[config.mk]
export PLATFORM = sky130hd
export DESIGN_NAME = leaf_frame_accumulator
export DESIGN_NICKNAME = d
export VERILOG_FILES = /design/src/rtl/leaf_frame_acc_pkg.sv /design/src/rtl/leaf_result_reg.sv /design/src/rtl/leaf_frame_accumulator.sv
export SDC_FILE = /design/constraint.sdc
export NUM_CORES = 1
export LEC_CHECK = 0
export ABC_AREA = 1
export CORE_ASPECT_RATIO = 1.25
export CORE_UTILIZATION = 58
export DETAILED_ROUTE_END_ITERATION = 7
export HOLD_SLACK_MARGIN = 0.06
export PLACE_DENSITY = 0.95
export SLEW_MARGIN = 25
export SYNTH_ARGS = -nofsm -noshare
export SYNTH_HDL_FRONTEND = slang
export SYNTH_SLANG_ARGS = --single-unit
[constraint.sdc]
create_clock -name clk -period 4 [get_ports clk]
set_clock_uncertainty 0.2 [all_clocks]
set_input_delay 1.2 -clock clk [delete_from_list [all_inputs] [get_ports clk]]
set_output_delay 1.2 -clock clk [all_outputs]
set_load 0.02 [all_outputs]
[src/rtl/leaf_frame_acc_pkg.sv]
// Shared types and width helpers for the leaf frame accumulator.
package leaf_frame_acc_pkg;

  // Accumulator control states
  typedef enum logic {
    ACCUM = 1'b0,
    STALL = 1'b1
  } state_e;

  // Sum width large enough that frame_len beats of all-ones never wrap
  function automatic int unsigned acc_width(input int unsigned data_w,
                                            input int unsigned frame_len);
    return data_w + $clog2(frame_len);
  endfunction

  // Count width able to represent 0..frame_len
  function automatic int unsigned cnt_width(input int unsigned frame_len);
    return $clog2(frame_len + 1);
  endfunction

endpackage

[src/rtl/leaf_result_reg.sv]
// One-deep valid/ready holding register for completed frame results.
module leaf_result_reg
  import leaf_frame_acc_pkg::*;
#(
  parameter int unsigned ACC_W = 12,
  parameter int unsigned CNT_W = 5
) (
  input  logic             clk,
  input  logic             rst,
  input  logic             load,
  input  logic [ACC_W-1:0] load_sum,
  input  logic [CNT_W-1:0] load_count,
  input  logic             out_ready,
  output logic             out_valid,
  output logic [ACC_W-1:0] out_sum,
  output logic [CNT_W-1:0] out_count
);

  logic             valid_q, valid_d;
  logic [ACC_W-1:0] sum_q, sum_d;
  logic [CNT_W-1:0] count_q, count_d;

  // Load wins over consume so back-to-back results keep valid high
  always_comb begin
    valid_d = valid_q;
    sum_d   = sum_q;
    count_d = count_q;
    if (load) begin
      valid_d = 1'b1;
      sum_d   = load_sum;
      count_d = load_count;
    end else if (out_ready) begin
      valid_d = 1'b0;
    end
  end

  // Result register with synchronous reset
  always_ff @(posedge clk) begin
    if (rst) begin
      valid_q <= 1'b0;
      sum_q   <= '0;
      count_q <= '0;
    end else begin
      valid_q <= valid_d;
      sum_q   <= sum_d;
      count_q <= count_d;
    end
  end

  assign out_valid = valid_q;
  assign out_sum   = sum_q;
  assign out_count = count_q;

endmodule

[src/rtl/leaf_frame_accumulator.sv]
// Leaf frame accumulator: sums frames of up to FRAME_LEN beats and emits
// {sum, count} per frame through a one-deep output register.
// Optional build macro LEAF_FRAME_ACC_STATS_EN adds a frames_done counter port.
module leaf_frame_accumulator
  import leaf_frame_acc_pkg::*;
#(
  parameter int unsigned DATA_W    = 8,
  parameter int unsigned FRAME_LEN = 16,
  parameter int unsigned ACC_W     = acc_width(DATA_W, FRAME_LEN),
  parameter int unsigned CNT_W     = cnt_width(FRAME_LEN)
) (
  input  logic              clk,
  input  logic              rst,
  input  logic              in_valid,
  output logic              in_ready,
  input  logic [DATA_W-1:0] in_data,
  input  logic              in_last,
  output logic              out_valid,
  input  logic              out_ready,
  output logic [ACC_W-1:0]  out_sum,
  output logic [CNT_W-1:0]  out_count
`ifdef LEAF_FRAME_ACC_STATS_EN
  ,
  output logic [15:0]       frames_done
`endif
);

  localparam logic [CNT_W-1:0] LAST_IDX = CNT_W'(FRAME_LEN - 1);

  state_e           state_q, state_d;
  logic [ACC_W-1:0] acc_q, acc_d;
  logic [CNT_W-1:0] beat_cnt_q, beat_cnt_d;

  logic             in_hs;
  logic             frame_end;
  logic             out_free;
  logic [ACC_W-1:0] sum_next;
  logic [CNT_W-1:0] cnt_next;
  logic             load;
  logic [ACC_W-1:0] load_sum;
  logic [CNT_W-1:0] load_count;

  // Ready is a function of state only; forced low while reset is asserted
  assign in_ready  = (state_q == ACCUM) && !rst;
  assign in_hs     = in_valid && in_ready;
  assign frame_end = in_last || (beat_cnt_q == LAST_IDX);
  assign out_free  = !out_valid || out_ready;
  assign sum_next  = acc_q + ACC_W'(in_data);
  assign cnt_next  = beat_cnt_q + CNT_W'(1);

  // Next-state, accumulate and result-load decisions
  always_comb begin
    state_d    = state_q;
    acc_d      = acc_q;
    beat_cnt_d = beat_cnt_q;
    load       = 1'b0;
    load_sum   = '0;
    load_count = '0;
    case (state_q)
      ACCUM: begin
        if (in_hs) begin
          if (frame_end && out_free) begin
            load       = 1'b1;
            load_sum   = sum_next;
            load_count = cnt_next;
            acc_d      = '0;
            beat_cnt_d = '0;
          end else begin
            // Completed frame parks here when the output register is busy
            acc_d      = sum_next;
            beat_cnt_d = cnt_next;
            if (frame_end) begin
              state_d = STALL;
            end
          end
        end
      end
      STALL: begin
        if (out_ready) begin
          load       = 1'b1;
          load_sum   = acc_q;
          load_count = beat_cnt_q;
          acc_d      = '0;
          beat_cnt_d = '0;
          state_d    = ACCUM;
        end
      end
    endcase
  end

  // State and accumulator registers
  always_ff @(posedge clk) begin
    if (rst) begin
      state_q    <= ACCUM;
      acc_q      <= '0;
      beat_cnt_q <= '0;
    end else begin
      state_q    <= state_d;
      acc_q      <= acc_d;
      beat_cnt_q <= beat_cnt_d;
    end
  end

  leaf_result_reg #(
    .ACC_W (ACC_W),
    .CNT_W (CNT_W)
  ) u_result_reg (
    .clk        (clk),
    .rst        (rst),
    .load       (load),
    .load_sum   (load_sum),
    .load_count (load_count),
    .out_ready  (out_ready),
    .out_valid  (out_valid),
    .out_sum    (out_sum),
    .out_count  (out_count)
  );

`ifdef LEAF_FRAME_ACC_STATS_EN
  logic [15:0] frames_done_q, frames_done_d;

  // Count consumed results, wrapping naturally at 16 bits
  always_comb begin
    frames_done_d = frames_done_q;
    if (out_valid && out_ready) begin
      frames_done_d = frames_done_q + 16'(1);
    end
  end

  // Consumed-result counter register
  always_ff @(posedge clk) begin
    if (rst) begin
      frames_done_q <= '0;
    end else begin
      frames_done_q <= frames_done_d;
    end
  end

  assign frames_done = frames_done_q;
`endif

endmodule

==> flow_summary.yaml <==
cts:
  cts_root_buf: "clkbuf_8"
  clk_latency_ps: 300
  h-tree-depth: 2
  clock-sinks: 36
  cts_setup_buffers: 0
  cts_buffers: 5
  ctsResizeCount: 0
  cts_tree: "done"
  cts_hold_buf: 0
  cts.path.max_buffers: 2
  clk_pin_slew_ps: 80
timing:
  finalCriticalPeriod_ps: 3830
  finalHoldWorstSlack_ps: 274
  finalMaxSlewViolations: 0
  setup_viol: 0
  rsz0062_at_grt: "no"
  timing_hold_violations_final: 0
  tightest_slew_ps: 484
  fmax_ghz: 0.261
  slew-limit-headroom_pct: 67.7
  fin_setup_tns_ps: 0
  period_share_pct: 95.7
critical_path:
  cpMaxStageDelayCell: "clkdlybuf4s50_1"
  critical_path.top_delay_family: "buffers and inverters"
  path_cells: "clkdlybuf4s50_1 -> nor2_4 -> clkdlybuf4s50_1"
  timing.critical_path.mode_cell: "clkdlybuf4s50_1"
  crit_buf_inv: 2
  cp-start-kind: "input pin"
  critical_path.max_stage_delay_ps: 610
  required_ps: 2600
  worstSetupPathType: "in -> out"
  crit_fanout: 2
  end_kind: "output pin"
  arrival_ps: 2430
synthesis:
  ys_warn_count: 0
  avgSynthCellArea_um2: 6.85
  synth_nets: 334
  synth_cell_types: 31
  synth-seq-area-share_pct: 34.0
  yosys_register_bits: 36
  synthesis.area_mm2: 0.00212
  synthCells: 310
placed_design:
  hpwlAfterDp_mm: 3.30
  port_buffers: 31
  place.gp.congestion: 0.876
power_and_ir_drop:
  clkPwrFrac_pct: 34.5
  pwr-share-seq_pct: 49.0
  swShare_pct: 29.4
  power_switching_uw: 227
  p_leak_nw: 1.12
  comb_power_share_pct: 16.4
  p_int_uw: 545
  peakVddDrop_uv: 277
  power.density_mw_per_mm2: 307
floorplan:
  core-area_mm2: 0.00348
  ioPinCount: 32
  rows: 24
  die_h_um: 69.6
  die_x_um: 56.1
  initial_core_util_pct: 60.9
  dieArea_mm2: 0.00391
detailed_routing:
  vias: 2070
  drc_errors: 0
  antenna_left: 0
  drt_wl_total_mm: 4.80
  drt-initial-drc-count: 66
  firstDrtPassIters: 5
  wl_per_cell_um: 12.6
  viasPerCell: 5.45
grt:
  grt_pass1_wl_mm: 8.25
  antenna_found_initial: 0
  grt_pass1_vias: 2017
  grt_usage_pct: 26.5
  grt_overflow: 0
  grt_max_degree: 30
finish:
  drive_above_1_share_pct: 6.16
  syn_to_final_growth_pct: 18.6
  layout_commonest_cell: "nand2_1"
  n_antenna_cell: 0
  nNetsFinal: 364
  mostFrequentLayoutCells: "nand2_1 (104), inv_1 (41), dfxtp_1 (36)"
flow_run:
  max-cap-violations: 0
status:
  status: "complete, no violations"
hold_path:
  hold_path_class: "reg -> reg"
## per-layer routing
| layer | part of all wire (%) | vias up | global-route usage, % |
|---|---|---|---|
| met5 | 0 | - | 0 |
| met4 | 2.5 | 0 | 12.2 |
| met3 | 4.9 | 15 | 6.16 |
| met2 | 52 | 63 | 48.4 |
| met1 | 40 | 940 | 28.1 |
| li1 | - | 1052 | - |
## cell usage after synthesis, drive strengths merged
library cell	number	share of area, %
ha	10	5.9
nand2	107	20
xnor2	2	0.83
inv	42	7.4
nand3b	2	0.71
a21oi	31	7.5
a31oi	4	1.2
o21ai	9	2.7
nor2	18	5.1
o31ai	1	0.35
fa	1	0.94
dfxtp	36	34
or2	1	0.29
nand3	26	6.6
xor2	5	2.1
buf	6	2.4
nand4	2	0.59
a22oi	3	1.1
clkbuf	3	0.53
a32oi	1	0.41
## metrics by stage
stage	instance area (µm²)	utilization [%]	setup slack [ps]	total power, mW	std cells
after detailed placement	2430	69.6	165	0.511	372
after floorplan	2120	-	1220	0.472	310
after global placement	2430	69.6	182	0.508	372
final	2520	72.2	174	0.772	380
after global routing	2520	72.2	146	0.804	380
after CTS	2520	72.2	159	0.774	380
## path summary, 6_finish.rpt
check,slack [ps],depth (start not counted),from,endpoint
worst max-delay path,170,3,rst,in_ready
worst min-delay path,270,2,u_result_reg.out_count[0]$_SDFFE_PP0P_,u_result_reg.out_count[0]$_SDFFE_PP0P_
worst max register to register,1740,13,beat_cnt_q[0]$_SDFFE_PP0P_,u_result_reg.out_sum[11]$_SDFFE_PP0P_
worst min register to register,270,2,u_result_reg.out_count[0]$_SDFFE_PP0P_,u_result_reg.out_count[0]$_SDFFE_PP0P_
## worst register-to-register path: stages, from the launching register on
cell and delay (ps):
dfxtp_1 410, ha_1 190, nand2_1 80, nor2_1 100
ha_1 150, inv_1 40, nand2_1 130, o21ai_4 130
nor2_8 310, nor2_8 130, nand2_1 80, o21ai_0 70
inv_1 60, a21oi_1 60
## flip-flops by register name, summed over array words and instances (netlist names)
signal                  flops
u_result_reg.out_valid      1
u_result_reg.out_count      5
beat_cnt_q                  5
u_result_reg.out_sum       12
acc_q                      12
state_q                     1
## power groups by stage
stage	registers (mW)	logic [mW]	clock network, mW
5_1_grt	0.380	0.140	0.285
2_1_floorplan	0.391	0.0807	0
4_1_cts	0.378	0.126	0.270
6_report	0.378	0.127	0.267
3_5_place_dp	0.387	0.125	0
3_3_place_gp	0.386	0.122	0
## area by class of cell
cell class,instances,area [µm²]
clock buffers,5,68.8
clock inverters,3,21.3
fillers,282,967
inverters,42,158
multi-input cells,223,1180
flip-flops and latches,36,721
well taps,39,48.8
repair buffers,32,318
## kinds of logic after synthesis
group,after synthesis,share of synthesized area (%)
and+or+nand+nor,156,32.8
buffers and inverters,51,10.4
AOI/OAI and AO/OA,49,13.1
DFF,36,34.0
adders and majority gates,11,6.84
xor gates and xnor gates,7,2.89
(Power assumes the default switching activity.)
